**src/rtl/iter_shift_unit.sv**
```systemverilog
// iter_shift_unit: iterative SLL/SRL/SRA engine that shifts at most STEP bits per clock, with a START/BUSY/DONE handshake.
// Define SHIFT_ROTATE_EN to build rotate-right for OP=11; without it, OP=11 behaves as SRL.
module iter_shift_unit #(
    parameter int N    = 32,
    parameter int STEP = 4
) (
    input  logic                 CLK,
    input  logic                 RST_N,
    input  logic                 START,
    input  logic [1:0]           OP,
    input  logic [N-1:0]         DATA_IN,
    input  logic [$clog2(N)-1:0] SHIFT,
    output logic                 BUSY,
    output logic                 DONE,
    output logic [N-1:0]         DATA_OUT
);
    localparam int SW = $clog2(N);

    localparam logic [1:0] S_IDLE = 2'd0;
    localparam logic [1:0] S_RUN  = 2'd1;
    localparam logic [1:0] S_DONE = 2'd2;

    localparam logic [SW:0] STEP_C = (SW+1)'(STEP);

    logic [1:0]    state_reg, state_next;
    logic [N-1:0]  work_reg, work_next;
    logic [SW-1:0] rem_reg, rem_next;
    logic [1:0]    op_reg, op_next;
    logic [N-1:0]  out_reg, out_next;

    logic          rem_small;
    logic [SW:0]   k_wide;
    logic [SW-1:0] rem_run;
    logic [STEP:0][N-1:0] cand;
    logic [N-1:0]  step_val;

    // Step size k = min(REM, STEP); once REM fits in one step the op finishes this cycle.
    assign rem_small = ({1'b0, rem_reg} <= STEP_C);
    assign k_wide    = rem_small ? {1'b0, rem_reg} : STEP_C;
    assign rem_run   = rem_small ? '0 : (rem_reg - SW'(STEP));

    // One candidate per possible step distance 0..STEP; k picks among them.
    for (genvar gi = 0; gi <= STEP; gi++) begin : g_step
        logic [N-1:0] sll_v;
        logic [N-1:0] srl_v;
        logic [N-1:0] sra_v;

        assign sll_v = work_reg << gi;
        assign srl_v = work_reg >> gi;
        // Sign fill is built explicitly so the result never depends on expression signedness.
        assign sra_v = srl_v | ({N{work_reg[N-1]}} << (N - gi));

`ifdef SHIFT_ROTATE_EN
        logic [N-1:0] ror_v;
        assign ror_v = srl_v | (work_reg << (N - gi));
        assign cand[gi] = (op_reg == 2'b00) ? sll_v :
                          (op_reg == 2'b10) ? sra_v :
                          (op_reg == 2'b11) ? ror_v : srl_v;
`else
        assign cand[gi] = (op_reg == 2'b00) ? sll_v :
                          (op_reg == 2'b10) ? sra_v : srl_v;
`endif
    end

    always_comb begin
        step_val = cand[0];
        for (int i = 1; i <= STEP; i++) begin
            if (k_wide == (SW+1)'(i)) begin
                step_val = cand[i];
            end
        end
    end

    always_comb begin
        state_next = state_reg;
        work_next  = work_reg;
        rem_next   = rem_reg;
        op_next    = op_reg;
        out_next   = out_reg;
        case (state_reg)
            S_IDLE, S_DONE: begin
                state_next = S_IDLE;
                if (START) begin
                    work_next = DATA_IN;
                    rem_next  = SHIFT;
                    op_next   = OP;
                    if (SHIFT == '0) begin
                        state_next = S_DONE;
                        out_next   = DATA_IN;
                    end else begin
                        state_next = S_RUN;
                    end
                end
            end
            S_RUN: begin
                work_next = step_val;
                rem_next  = rem_run;
                if (rem_run == '0) begin
                    state_next = S_DONE;
                    out_next   = step_val;
                end
            end
            default: state_next = S_IDLE;
        endcase
    end

    always_ff @(posedge CLK) begin
        if (!RST_N) begin
            state_reg <= S_IDLE;
            work_reg  <= '0;
            rem_reg   <= '0;
            op_reg    <= '0;
            out_reg   <= '0;
        end else begin
            state_reg <= state_next;
            work_reg  <= work_next;
            rem_reg   <= rem_next;
            op_reg    <= op_next;
            out_reg   <= out_next;
        end
    end

    assign BUSY     = (state_reg == S_RUN);
    assign DONE     = (state_reg == S_DONE);
    assign DATA_OUT = out_reg;

endmodule

```
**config.mk**
```make
export PLATFORM = sky130hd
export DESIGN_NAME = iter_shift_unit
export DESIGN_NICKNAME = d
export VERILOG_FILES = /design/src/rtl/iter_shift_unit.sv
export SDC_FILE = /design/constraint.sdc
export NUM_CORES = 1
export LEC_CHECK = 0
export ABC_AREA = 1
export ABC_CLOCK_PERIOD_IN_PS = 1600
export BUFFER_PORTS_ARGS = -buffer_cell sky130_fd_sc_hd__clkbuf_2
export CORE_MARGIN = 3
export CORE_UTILIZATION = 28
export CTS_CLUSTER_SIZE = 10
export DETAILED_ROUTE_END_ITERATION = 8
export HOLD_SLACK_MARGIN = 0.02
export SYNTH_ARGS = -nofsm -noshare
export SYNTH_HDL_FRONTEND = slang
export SYNTH_SLANG_ARGS = --single-unit
```
**constraint.sdc**
```tcl
create_clock -name CLK -period 1.6 [get_ports CLK]
set_clock_uncertainty 0.05 [all_clocks]
set_input_delay 0.4 -clock CLK [delete_from_list [all_inputs] [get_ports CLK]]
set_output_delay 0.4 -clock CLK [all_outputs]
set_load 0.02 [all_outputs]
```
---- Yosys cells after proc, flatten, opt, wreduce, memory -nomap -nowiden ----
Cells that the tools add are included.
word-level totals
  output and inout bits ................... 34
  bits in registers ....................... 73
cells by class
  bitwise logic cells ..................... 4
  add/sub/neg operators ................... 1
  reductions and logical operators ........ 9
  equal/unequal tests ..................... 10
  multiplexer cells ....................... 26
  order comparisons ....................... 1
operators with widths
  cell                   count
  $mux W32               16
  $pmux W32 S2           2
  $or A28 B32 Y32        1
  $or A29 B32 Y32        1
  $or A30 B32 Y32        1
  $or A31 B32 Y32        1
  $mux W5                3
  $eq A5 B2 Y1 const B   2
  $logic_not A5 Y1       2
  $pmux W5 S2            1
  $mux W2                3
  $eq A5 B1 Y1 const B   1
  $eq A5 B3 Y1 const B   1
  $le A5 B3 Y1 const B   1
  $sub A5 B3 Y5 const B  1
  $eq A2 B2 Y1 const B   2
  $logic_not A2 Y1       2
  $ne A2 B2 Y1 const B   2
  $pmux W2 S2            1
  $reduce_and A2 Y1      2
  $reduce_and A4 Y1      1
  $eq A2 B1 Y1 const B   1
  $ne A2 B1 Y1 const B   1
  $reduce_bool A2 Y1     1
  $reduce_or A2 Y1       1

---- Depth between registers and ports, before layout ----
  word-level depth ........................ 9
  gate-level depth with buffers ........... 16

---- Least setup slack after synthesis ----
No wires, ideal clock.
  kind .................................... register -> register
  from .................................... register rem_reg[3]
  to ...................................... register out_reg[19], in the netlist DATA_OUT[19]
  data arrival time ....................... 1637 ps
  path slack .............................. -202 ps
  stages on the path, launching flop included .. 12
  cell sequence ........................... dfxtp_1 > inv_1 > ha_1 > inv_1 > o211ai_1 > nand2_2 > nand2_4 > nand2_4 > nor2_8 > buf_6 > nand3_1 > and2_1
on the way
  cells in the longest elaborated chain, start to end .. 9
  elaborated cells between the ends (all ways) .. 17
ends and longest elaborated chain
  what                    line  text
  from (decl)             27    logic [SW-1:0] rem_reg, rem_next;
  from (signal assigned)  117   rem_reg <= rem_next;
  $le A5 B3 Y1            38    assign rem_small = ({1'b0, rem_reg} <= STEP_C);
  $mux W5                 39    assign k_wide = rem_small ? {1'b0, rem_reg} : STEP_C;
  $eq A5 B1 Y1            68    if (k_wide == (SW+1)'(i)) begin
  $mux W32 (4 in a row)   68
  $mux W32                98    if (rem_run == '0) begin
  $pmux W32 S2            80    case (state_reg)
  to (signal assigned)    119   out_reg <= out_next;
  to (decl)               29    logic [N-1:0] out_reg, out_next;
Several ways; a longest one is shown, not always the timed one. The select of a mux whose other input is x is not followed.
A chain may end at the register's enable or synchronous reset.

---- Worst setup path after layout ----
  from .................................... register rem_reg[2]
  to ...................................... register out_reg[3], in the netlist DATA_OUT[3]
Same word-level chain as after synthesis.

==> reports/results.tsv <==
metric	value	unit
net count after synthesis	965	
initial antenna violation count	0	
Critical Path Slowest Stage Cell	dfxtp_4	
Via-to-Cell Ratio	5.25	
RSZ-0062 raised after global routing	yes	
gr usage total	19.6	%
Crit Path Class	reg2reg	
leakage power	4.19	nW
Syn. warnings	0	
DP Wirelength	13800	um
FMAX	525	MHz
n_diodes	0	
Max-cap violations	0	
Seq/Total Area, Yosys	27.5	%
hold crit path type	in2reg	
clock tree from TritonCTS	yes	
Core Util, Final	45.3	%
crit path launch type	flop	
share of cells above drive strength 1	41.1	%
Num Clock Sinks	73	
post-synth top area share	27.5	%
Cell variety after synth	36	
most frequent cells in the layout	274 x nand2_1, 82 x nand3_1, 75 x inv_1	
worst path arrival time	2090	ps
Hold Fails Final Rpt	0	
post-synthesis instance area	5310	sq um
Hold Path Stages	3	
final worst slack	-306	ps
total grt overflow	0	
Initial Utilization	29.0	%
Tot Pwr	0.00967	W
Worst Min Path Start	OP[0]	
CP max FO	8	
slew at the pin with the worst max-slew slack	340	ps
Layout Nets	1112	
CP cell instances	inv_4 > ha_4 > inv_2 > o211ai_1 > nand2_2 > nand2_4 > nand2_4 > nor2_8 > buf_12 > clkbuf_16 > a21oi_1	
H-tree levels	3	
Final min period	1910	ps
commonest non-fill, non-tap cell in the layout	nand2_1	
Post-Synthesis Mean Instance Area	5.76	sq um
critical path endpoint category	flop	
met3 wire length	1730	um
DR vias	6839	
final setup vio count	66	
beginning of the worst register-to-register path	rem_reg[2]$_SDFFE_PN0P_	
Post-DRT Antenna Nets	0	
WL final	21700	um
reg2reg end	DATA_OUT[3]$_SDFFE_PN0P_	
GPL Wtd Cong	0.936	
outcome	finished, violations left	
number of buffers created by CTS	9	
core area	18300	sq um
clock buffer depth	2	
Synth area leaders	dfxtp_1 28%, nand2_1 24%, nand3_1 14%	
Iteration-0 DRC Markers	617	
DRT Pass-1 Iters	5	
Root Driver	clkbuf_16	
failing checks	setup timing	
Worst R2R Setup Slack	-310	ps
Worst-path clk slew	60	ps
worst r2r path cells	11	
Die Wd	144	um
port bufs	75	
routed wl met2	9860	um
pin count of the biggest net entering global routing	47	
DR top layer	met4	
DR WL/cell	16.6	um
#FFs+latches synth	73	
CP peak stage delay	400	ps
Top cell by count, worst path	nand2_4	
power per cell area	1170	nW/um^2
biggest area consumer among synthesized cells	dfxtp_1	
Post-Syn Instances	921	
row cnt	49	
Chip Height	144	um
Max-Slew Margin vs Limit	77.3	%
I/O Pins	76	
DIE AREA	20600	sq um
Slew Limit Fails	0	
hold_buf cts	0	
Post-route DRC	0	
period utilisation layout	119	%
clk_lat worst skew	350	ps
Hold Path Sink	op_reg[0]$_SDFFE_PN0P_	
Critical Path RT	1780	ps
synth-to-layout area growth	56.0	%
met1 wire length	9290	um
first-pass GRT wire length	32600	um
Peak VDD IR	0.695	mV
vias in the first global route	6252	
[where the power goes]
group          internal, W  total (W)  switching [W]
sequential         0.00213    0.00243       0.000291
combinational      0.00214    0.00518        0.00304
clock              0.00125    0.00206       0.000813
[synth_stat cells]
cell,count
buf_6,9
nor2_1,37
nor2_8,1
clkbuf_1,18
or2_1,1
ha_1,2
o21bai_1,3
nor2_2,2
o211ai_1,1
and2_1,4
buf_2,21
a221oi_1,1
nand2_4,3
buf_1,6
buf_4,1
o21ai_4,1
nand2_2,3
o21ai_1,20
nand3b_1,1
a21oi_1,72
nand3_1,148
nor2_4,2
inv_1,81
inv_2,7
dfxtp_1,73
nand4_1,1
or2_2,2
nor3_1,1
xor2_1,1
a31oi_1,10
nand3_4,1
nand2_1,340
o21ai_2,2
nand3_2,3
o21ai_0,40
clkinv_1,2
[per-stage QoR]
stage          instance area (sq um)  setup TNS [ps]  worst slack [ps]  hold WS (ps)  cells
6_report                        8280          -15460              -306           283   1302
5_1_grt                         8280          -21930              -407           319   1302
4_1_cts                         7420          -12120              -252           264   1291
3_5_place_dp                    6670          -14090              -336           416   1262
3_3_place_gp                    6670          -12010              -322           409   1262
2_1_floorplan                   5440           -1350             -99.7           419    921
[logic make-up after synthesis]
kind of cell / share of synthesized area, %
compound gates: 15.0
xor+xnor: 0.165
flops: 27.5
simple gates: 44.7
fa+ha+maj: 0.472
buf+inv: 12.1
[routing by layer]
metal	global-route usage, %	vias to the layer above
met5	0	-
met4	8.77	0
met3	3.43	67
met2	30.3	341
met1	26.7	3157
li1	-	3274
[timing repair]
action                     CTS  global route
gates resized for setup     83           166
gates cloned                 4             8
pin swaps                   16            59
setup endpoints to repair   67            72
setup buffers                9             5
[worst max path at each step]
stage                             from  cells past startpoint                         to
2_1_floorplan  rem_reg[2]$_SDFFE_PN0P_                     11  DATA_OUT[19]$_SDFFE_PN0P_
5_1_grt        rem_reg[2]$_SDFFE_PN0P_                     12  DATA_OUT[21]$_SDFFE_PN0P_
3_3_place_gp   rem_reg[2]$_SDFFE_PN0P_                     11   DATA_OUT[9]$_SDFFE_PN0P_
4_1_cts        rem_reg[2]$_SDFFE_PN0P_                     11   DATA_OUT[4]$_SDFFE_PN0P_
6_report       rem_reg[2]$_SDFFE_PN0P_                     11   DATA_OUT[3]$_SDFFE_PN0P_
3_5_place_dp   rem_reg[2]$_SDFFE_PN0P_                     11   DATA_OUT[9]$_SDFFE_PN0P_
[layout make-up]
| type | instances | area, sq um |
|---|---|---|
| well taps | 229 | 287 |
| clock buffers | 13 | 250 |
| multi-input cells | 703 | 4120 |
| flip-flops and latches | 73 | 1470 |
| clock inverters | 3 | 40.0 |
| repair buffers | 191 | 1750 |
| inverters | 90 | 359 |
| fillers | 1845 | 9990 |
[critical path, delay by kind of cell, from the launching register on]
| kind | cells | cell delay [ps] |
|---|---|---|
| fa+ha+maj | 1 | 250 |
| simple gates | 4 | 400 |
| compound gates | 2 | 250 |
| buf+inv | 4 | 430 |
| flops | 1 | 400 |
(Power assumes the default switching activity.)
